--- config.mk ---
export PLATFORM = sky130hd
export DESIGN_NAME = apb_master
export DESIGN_NICKNAME = d
export VERILOG_FILES = /design/src/rtl/apb_master.sv
export SDC_FILE = /design/constraint.sdc
export NUM_CORES = 1
export LEC_CHECK = 0
export CAP_MARGIN = 25
export CORE_MARGIN = 5
export CORE_UTILIZATION = 44
export DETAILED_ROUTE_END_ITERATION = 16
export PLACE_DENSITY = 0.86
export REMOVE_ABC_BUFFERS = 1
export SYNTH_ARGS = -nofsm -noshare
export SYNTH_HDL_FRONTEND = slang
export SYNTH_SLANG_ARGS = --single-unit
--- constraint.sdc ---
create_clock -name i_pclk -period 4.6 [get_ports i_pclk]
set_clock_uncertainty 0.05 [all_clocks]
set_input_delay 0.92 -clock i_pclk [delete_from_list [all_inputs] [get_ports i_pclk]]
set_output_delay 0.92 -clock i_pclk [all_outputs]
set_load 0.02 [all_outputs]
--- src/rtl/apb_master.sv ---
// APB requester: accepts one valid/ready command at a time and runs it through APB SETUP/ACCESS.
// Misaligned requests are rejected without touching the bus. A stalled pready is cut off by a timeout.
module apb_master #(
  parameter int ADDR_W  = 32,
  parameter int DATA_W  = 32,
  parameter int TIMEOUT = 16
) (
  input  logic                i_pclk,
  input  logic                i_preset,
  input  logic                i_req_valid,
  output logic                o_req_ready,
  input  logic                i_req_write,
  input  logic [ADDR_W-1:0]   i_req_addr,
  input  logic [DATA_W-1:0]   i_req_wdata,
  input  logic [DATA_W/8-1:0] i_req_strb,
  input  logic [2:0]          i_req_prot,
  output logic                o_rsp_valid,
  output logic [DATA_W-1:0]   o_rsp_rdata,
  output logic                o_rsp_err,
  output logic                o_psel,
  output logic                o_penable,
  output logic [ADDR_W-1:0]   o_paddr,
  output logic                o_pwrite,
  output logic [2:0]          o_pprot,
  output logic [DATA_W-1:0]   o_pwdata,
  output logic [DATA_W/8-1:0] o_pstrb,
  input  logic [DATA_W-1:0]   i_prdata,
  input  logic                i_pready,
  input  logic                i_pslverr
);

  localparam int STRB_W = DATA_W / 8;
  localparam logic [7:0] TIMEOUT_CNT = 8'(TIMEOUT);

  typedef enum logic [1:0] {IDLE, SETUP, ACCESS, RESP} state_t;

  state_t              r_state;
  logic [7:0]          r_cnt;
  logic                r_req_ready;
  logic                r_rsp_valid;
  logic [DATA_W-1:0]   r_rsp_rdata;
  logic                r_rsp_err;
  logic                r_psel;
  logic                r_penable;
  logic [ADDR_W-1:0]   r_paddr;
  logic                r_pwrite;
  logic [2:0]          r_pprot;
  logic [DATA_W-1:0]   r_pwdata;
  logic [STRB_W-1:0]   r_pstrb;

  logic w_accept;
  logic w_misaligned;

  assign w_accept     = i_req_valid && r_req_ready;
  assign w_misaligned = (i_req_addr[1:0] != 2'b00);

  // The APB output registers double as the request latch; they are only loaded for aligned requests.
  always_ff @(posedge i_pclk) begin
    if (i_preset) begin
      r_state     <= IDLE;
      r_cnt       <= 8'd0;
      r_req_ready <= 1'b0;
      r_rsp_valid <= 1'b0;
      r_rsp_rdata <= '0;
      r_rsp_err   <= 1'b0;
      r_psel      <= 1'b0;
      r_penable   <= 1'b0;
      r_paddr     <= '0;
      r_pwrite    <= 1'b0;
      r_pprot     <= 3'd0;
      r_pwdata    <= '0;
      r_pstrb     <= '0;
    end else begin
      r_rsp_valid <= 1'b0;
      case (r_state)
        IDLE: begin
          r_req_ready <= 1'b1;
          if (w_accept) begin
            r_req_ready <= 1'b0;
            if (w_misaligned) begin
              r_rsp_valid <= 1'b1;
              r_rsp_err   <= 1'b1;
              r_rsp_rdata <= '0;
              r_state     <= RESP;
            end else begin
              r_psel    <= 1'b1;
              r_penable <= 1'b0;
              r_paddr   <= i_req_addr;
              r_pwrite  <= i_req_write;
              r_pprot   <= i_req_prot;
              r_pwdata  <= i_req_write ? i_req_wdata : '0;
              r_pstrb   <= i_req_write ? i_req_strb : '0;
              r_state   <= SETUP;
            end
          end
        end
        SETUP: begin
          r_penable <= 1'b1;
          r_cnt     <= 8'd1;
          r_state   <= ACCESS;
        end
        ACCESS: begin
          // pready on the last allowed cycle still wins over the timeout.
          if (i_pready) begin
            r_psel      <= 1'b0;
            r_penable   <= 1'b0;
            r_rsp_valid <= 1'b1;
            r_rsp_err   <= i_pslverr;
            r_rsp_rdata <= r_pwrite ? '0 : i_prdata;
            r_cnt       <= 8'd0;
            r_state     <= RESP;
          end else if (r_cnt >= TIMEOUT_CNT) begin
            r_psel      <= 1'b0;
            r_penable   <= 1'b0;
            r_rsp_valid <= 1'b1;
            r_rsp_err   <= 1'b1;
            r_rsp_rdata <= '0;
            r_cnt       <= 8'd0;
            r_state     <= RESP;
          end else if (r_cnt != 8'hFF) begin
            r_cnt <= r_cnt + 8'd1;
          end
        end
        RESP: begin
          r_req_ready <= 1'b1;
          r_state     <= IDLE;
        end
        default: r_state <= IDLE;
      endcase
    end
  end

  assign o_req_ready = r_req_ready;
  assign o_rsp_valid = r_rsp_valid;
  assign o_rsp_rdata = r_rsp_rdata;
  assign o_rsp_err   = r_rsp_err;
  assign o_psel      = r_psel;
  assign o_penable   = r_penable;
  assign o_paddr     = r_paddr;
  assign o_pwrite    = r_pwrite;
  assign o_pprot     = r_pprot;
  assign o_pwdata    = r_pwdata;
  assign o_pstrb     = r_pstrb;

endmodule

==> impl_metrics.tcl <==
set metrics [dict create \
    ports_placed_on_the_boundary 218 \
    ys_types 34 \
    drt-vias-per-instance 5.18 \
    cts_num_sinks 119 \
    critPathSlowestCell "sky130_fd_sc_hd__clkdlybuf4s50_1" \
    worst_setup_hold_path_clk_slew_ns 0.06 \
    grt-ovfl-total 0 \
    switching_share_of_total_power_pct 26.8 \
    total_power_divided_by_cell_area_mw_per_mm2 401 \
    drt-pass1-iter-count 5 \
    area_growth_syn_to_layout_pct 60.5 \
    worst-r2r-setup-slack_ns 2.20 \
    grt_start_max_net_pins 57 \
    cts_tree "yes" \
    average_wire_length_per_cell_after_detail_routing_um 15.4 \
    power.switching_w 0.000798 \
    period_utilization_post_route_pct 56.5 \
    design.final.nets 897 \
    synth_cells 585 \
    ctsRootBufferMaster "sky130_fd_sc_hd__clkbuf_8" \
    synth_xor_xnor_area_share_pct 0 \
    power.share.clock_pct 43.2 \
    min_path_cells 2 \
    vias 4810 \
    drc 0 \
    worst-r2r-cell-count 7 \
    initial_core_utilization_pct 45.0 \
    outcome "finished, final reports clean" \
    final_antenna_net_count 0 \
    intPower_w 0.00218 \
    synth_fa_ha_area_share_pct 1.89 \
    max-cap-violations 0 \
    synthFlopType "sky130_fd_sc_hd__dfxtp_1" \
    timing.critical_path.fanout_max 42 \
    worst_ep_required_time_ns 4.97 \
    final_layout_size_suffix_gt1_share_pct 6.94 \
    worst_pin_slew_ns 0.715 \
    ir_worst_vdd_mv 0.232 \
    seq_power_share_pct 37.5 \
    netlist_area_mm2 0.00463 \
    timing.max_slew.rel_slack_pct 52.2 \
    synth_compound_area_share_pct 15.1 \
    synth-simple-area-share_pct 25.8 \
    dieWidth_um 113 \
    grt_usage_pct 21.8 \
    setup.worst_path.start_class "input pin" \
    crit_type "input pin to register" \
    grt_antenna_before_repair 0 \
    final.min_clock_period_ns 2.60 \
    critical_path.startpoint "i_req_valid" \
    count_of_inserted_antenna_diode_cells 0 \
    yosys_warnings 0 \
    numCtsBuffers 17 \
    yosys.area.top_type "sky130_fd_sc_hd__dfxtp_1" \
    row_count 37 \
    core_region_area_mm2 0.0103 \
    max_freq_mhz 385 \
    post_cts_resize_count 0 \
    cts.hold.buffers_added 0 \
    postSynthRegisterBits 119 \
    finalNonFillerCells 928 \
    numPlacedInstances 897 \
    synth.area.top_cells "sky130_fd_sc_hd__dfxtp_1, sky130_fd_sc_hd__nand2_1, sky130_fd_sc_hd__a21oi_1, sky130_fd_sc_hd__nor3_1, sky130_fd_sc_hd__nand3_1" \
    setup_tns_ns 0 \
    synth_seq_area_share_pct 51.5 \
    route.final.wire_length_mm 14.3 \
    synth_top_family_by_area "simple AND/OR/NAND/NOR gates" \
    timing.critical_path.cells "clkdlybuf4s50_1 -> o2111ai_1 -> a2bb2oi_4 -> buf_4 -> nand3_1 -> o21ai_1" \
    hp-class "register to register" \
    synth_enable_flop_cells 0 \
    grt_first_pass_wirelength_mm 22.6 \
    async_reset_ff_share_pct 0 \
    synthMuxAreaShare_pct 0.243 \
    p_leak_nw 2.67 \
    drv_slew 0 \
    post_synth.cell_area_avg_um2 7.91 \
    h-tree-depth 4 \
    portBuffers 217 \
    post-cts-setup-buffer-count 0 \
    place.gp.congestion 0.789 \
    grt_setup_unrepaired "false" \
    critPathCapture "o_rsp_rdata[1]" \
    worstReg2RegStart "r_state[0]" \
    share_comb_of_total_power_pct 19.3 \
    grt_pass1_vias 4730 \
    endpoint_class_of_the_critical_path "register" \
    cpPeakStageDelay_ns 0.54 \
    crit_arrival_ns 2.97 \
    crit-reg2reg-capture "o_rsp_rdata[1]" \
    drtIter0Drc 375 \
    yosys.area.top_type_share_pct 51.5 \
    insertion_delay_ns 0.50 \
    dp_hpwl_mm 9.93 \
    cts_buffer_depth 2 \
    floorplan.die_area_mm2 0.0127 \
    die_h_um 113 \
    timing.final.hold_violations 0 \
    finalSetupViolCount 0 \
]
-- through the flow --
step                utilization (%)  cell area, um2  setup WS [ns]  hold slack (ns)  total power (W)
global route                   72.3            7430           1.82            0.413          0.00311
global placement               66.2            6800           1.63            0.383          0.00169
detailed placement             66.3            6820           1.51            0.392          0.00171
finish                         72.3            7430           2.00            0.399          0.00298
floorplan                         -            4390           1.31            0.370          0.00143
CTS                            72.0            7400           2.04            0.401          0.00300
-- metal layers --
layer  wire [um]  global-route usage, %  share of wire (%)  up-vias
li1            -                      -                  -     2348
met1        5510                   24.2                 39     2221
met2        7430                   38.4                 52      206
met3         816                   5.66                5.7       35
met4         503                   10.7                3.5        0
met5           0                      0                  0        -
-- sequential cells by signal (all words and copies together), names as in the netlist --
register	flops
o_pprot	3
r_state	2
o_rsp_err	1
o_rsp_rdata	32
o_penable	1
r_cnt	8
o_rsp_valid	1
o_pwrite	1
o_req_ready	1
o_psel	1
o_pwdata	32
o_pstrb	4
o_paddr	32
-- layout by cell type, fill, tap and decap left out, types with 5 or more instances in the layout --
master and instances:
sky130_fd_sc_hd__clkdlybuf4s50_1 216, sky130_fd_sc_hd__nand2_1 142, sky130_fd_sc_hd__dfxtp_1 119, sky130_fd_sc_hd__a21oi_1 78
sky130_fd_sc_hd__nor2_1 44, sky130_fd_sc_hd__nor3_1 38, sky130_fd_sc_hd__nand3_1 35, sky130_fd_sc_hd__o21ai_1 22
sky130_fd_sc_hd__clkbuf_16 16, sky130_fd_sc_hd__o21ai_2 8, sky130_fd_sc_hd__ha_1 7, sky130_fd_sc_hd__buf_4 7
sky130_fd_sc_hd__o21ai_0 6, sky130_fd_sc_hd__clkinv_2 6, sky130_fd_sc_hd__inv_1 5
-- Yosys cell counts (all sizes together) (2+ instances only) --
| master | n |
|---|---|
| a21oi | 78 |
| and2 | 3 |
| and3 | 4 |
| buf | 15 |
| clkbuf | 34 |
| dfxtp | 119 |
| ha | 7 |
| inv | 5 |
| nand2 | 142 |
| nand2b | 4 |
| nand3 | 35 |
| nand4b | 2 |
| nor2 | 45 |
| nor3 | 39 |
| o21ai | 36 |
| o31ai | 3 |
| or2 | 2 |
-- cells by family after synthesis --
kind of cell | Yosys count
DFF | 119
buffers and inverters | 54
AOI/OAI and AO/OA | 125
adders and majority gates | 7
muxes | 1
and+or+nand+nor | 279
-- worst min-delay path by stage --
stage	start	slack, ns	end
2_1_floorplan	r_cnt[6]	0.37	r_cnt[6]
3_3_place_gp	r_cnt[6]	0.38	r_cnt[6]
3_5_place_dp	r_cnt[6]	0.39	r_cnt[6]
4_1_cts	o_rsp_rdata[1]	0.40	o_rsp_rdata[1]
5_1_grt	o_rsp_rdata[27]	0.41	o_rsp_rdata[27]
6_report	o_rsp_rdata[27]	0.40	o_rsp_rdata[27]
-- power groups by stage --
stage | clock network [W] | logic [W] | registers (W)
after floorplan | 0 | 0.000253 | 0.00117
after global placement | 0 | 0.000556 | 0.00113
after detailed placement | 0 | 0.000570 | 0.00114
after CTS | 0.00131 | 0.000573 | 0.00111
after global routing | 0.00136 | 0.000629 | 0.00112
final | 0.00129 | 0.000575 | 0.00112
-- critical path: cells and delay by family --
family / cells / cell delay [ns]
buf+inv: 2 / 1.03
simple gates: 1 / 0.12
compound gates: 3 / 0.89
-- area by class of cell --
class,count,area (um2)
clock buffers,20,455
clock inverters,10,128
fillers,790,2850
inverters,5,18.8
multi-input cells,412,2010
flip-flops and latches,119,2380
well taps,136,170
repair buffers,226,2260
Note: power is estimated with default switching activity, not from simulation.
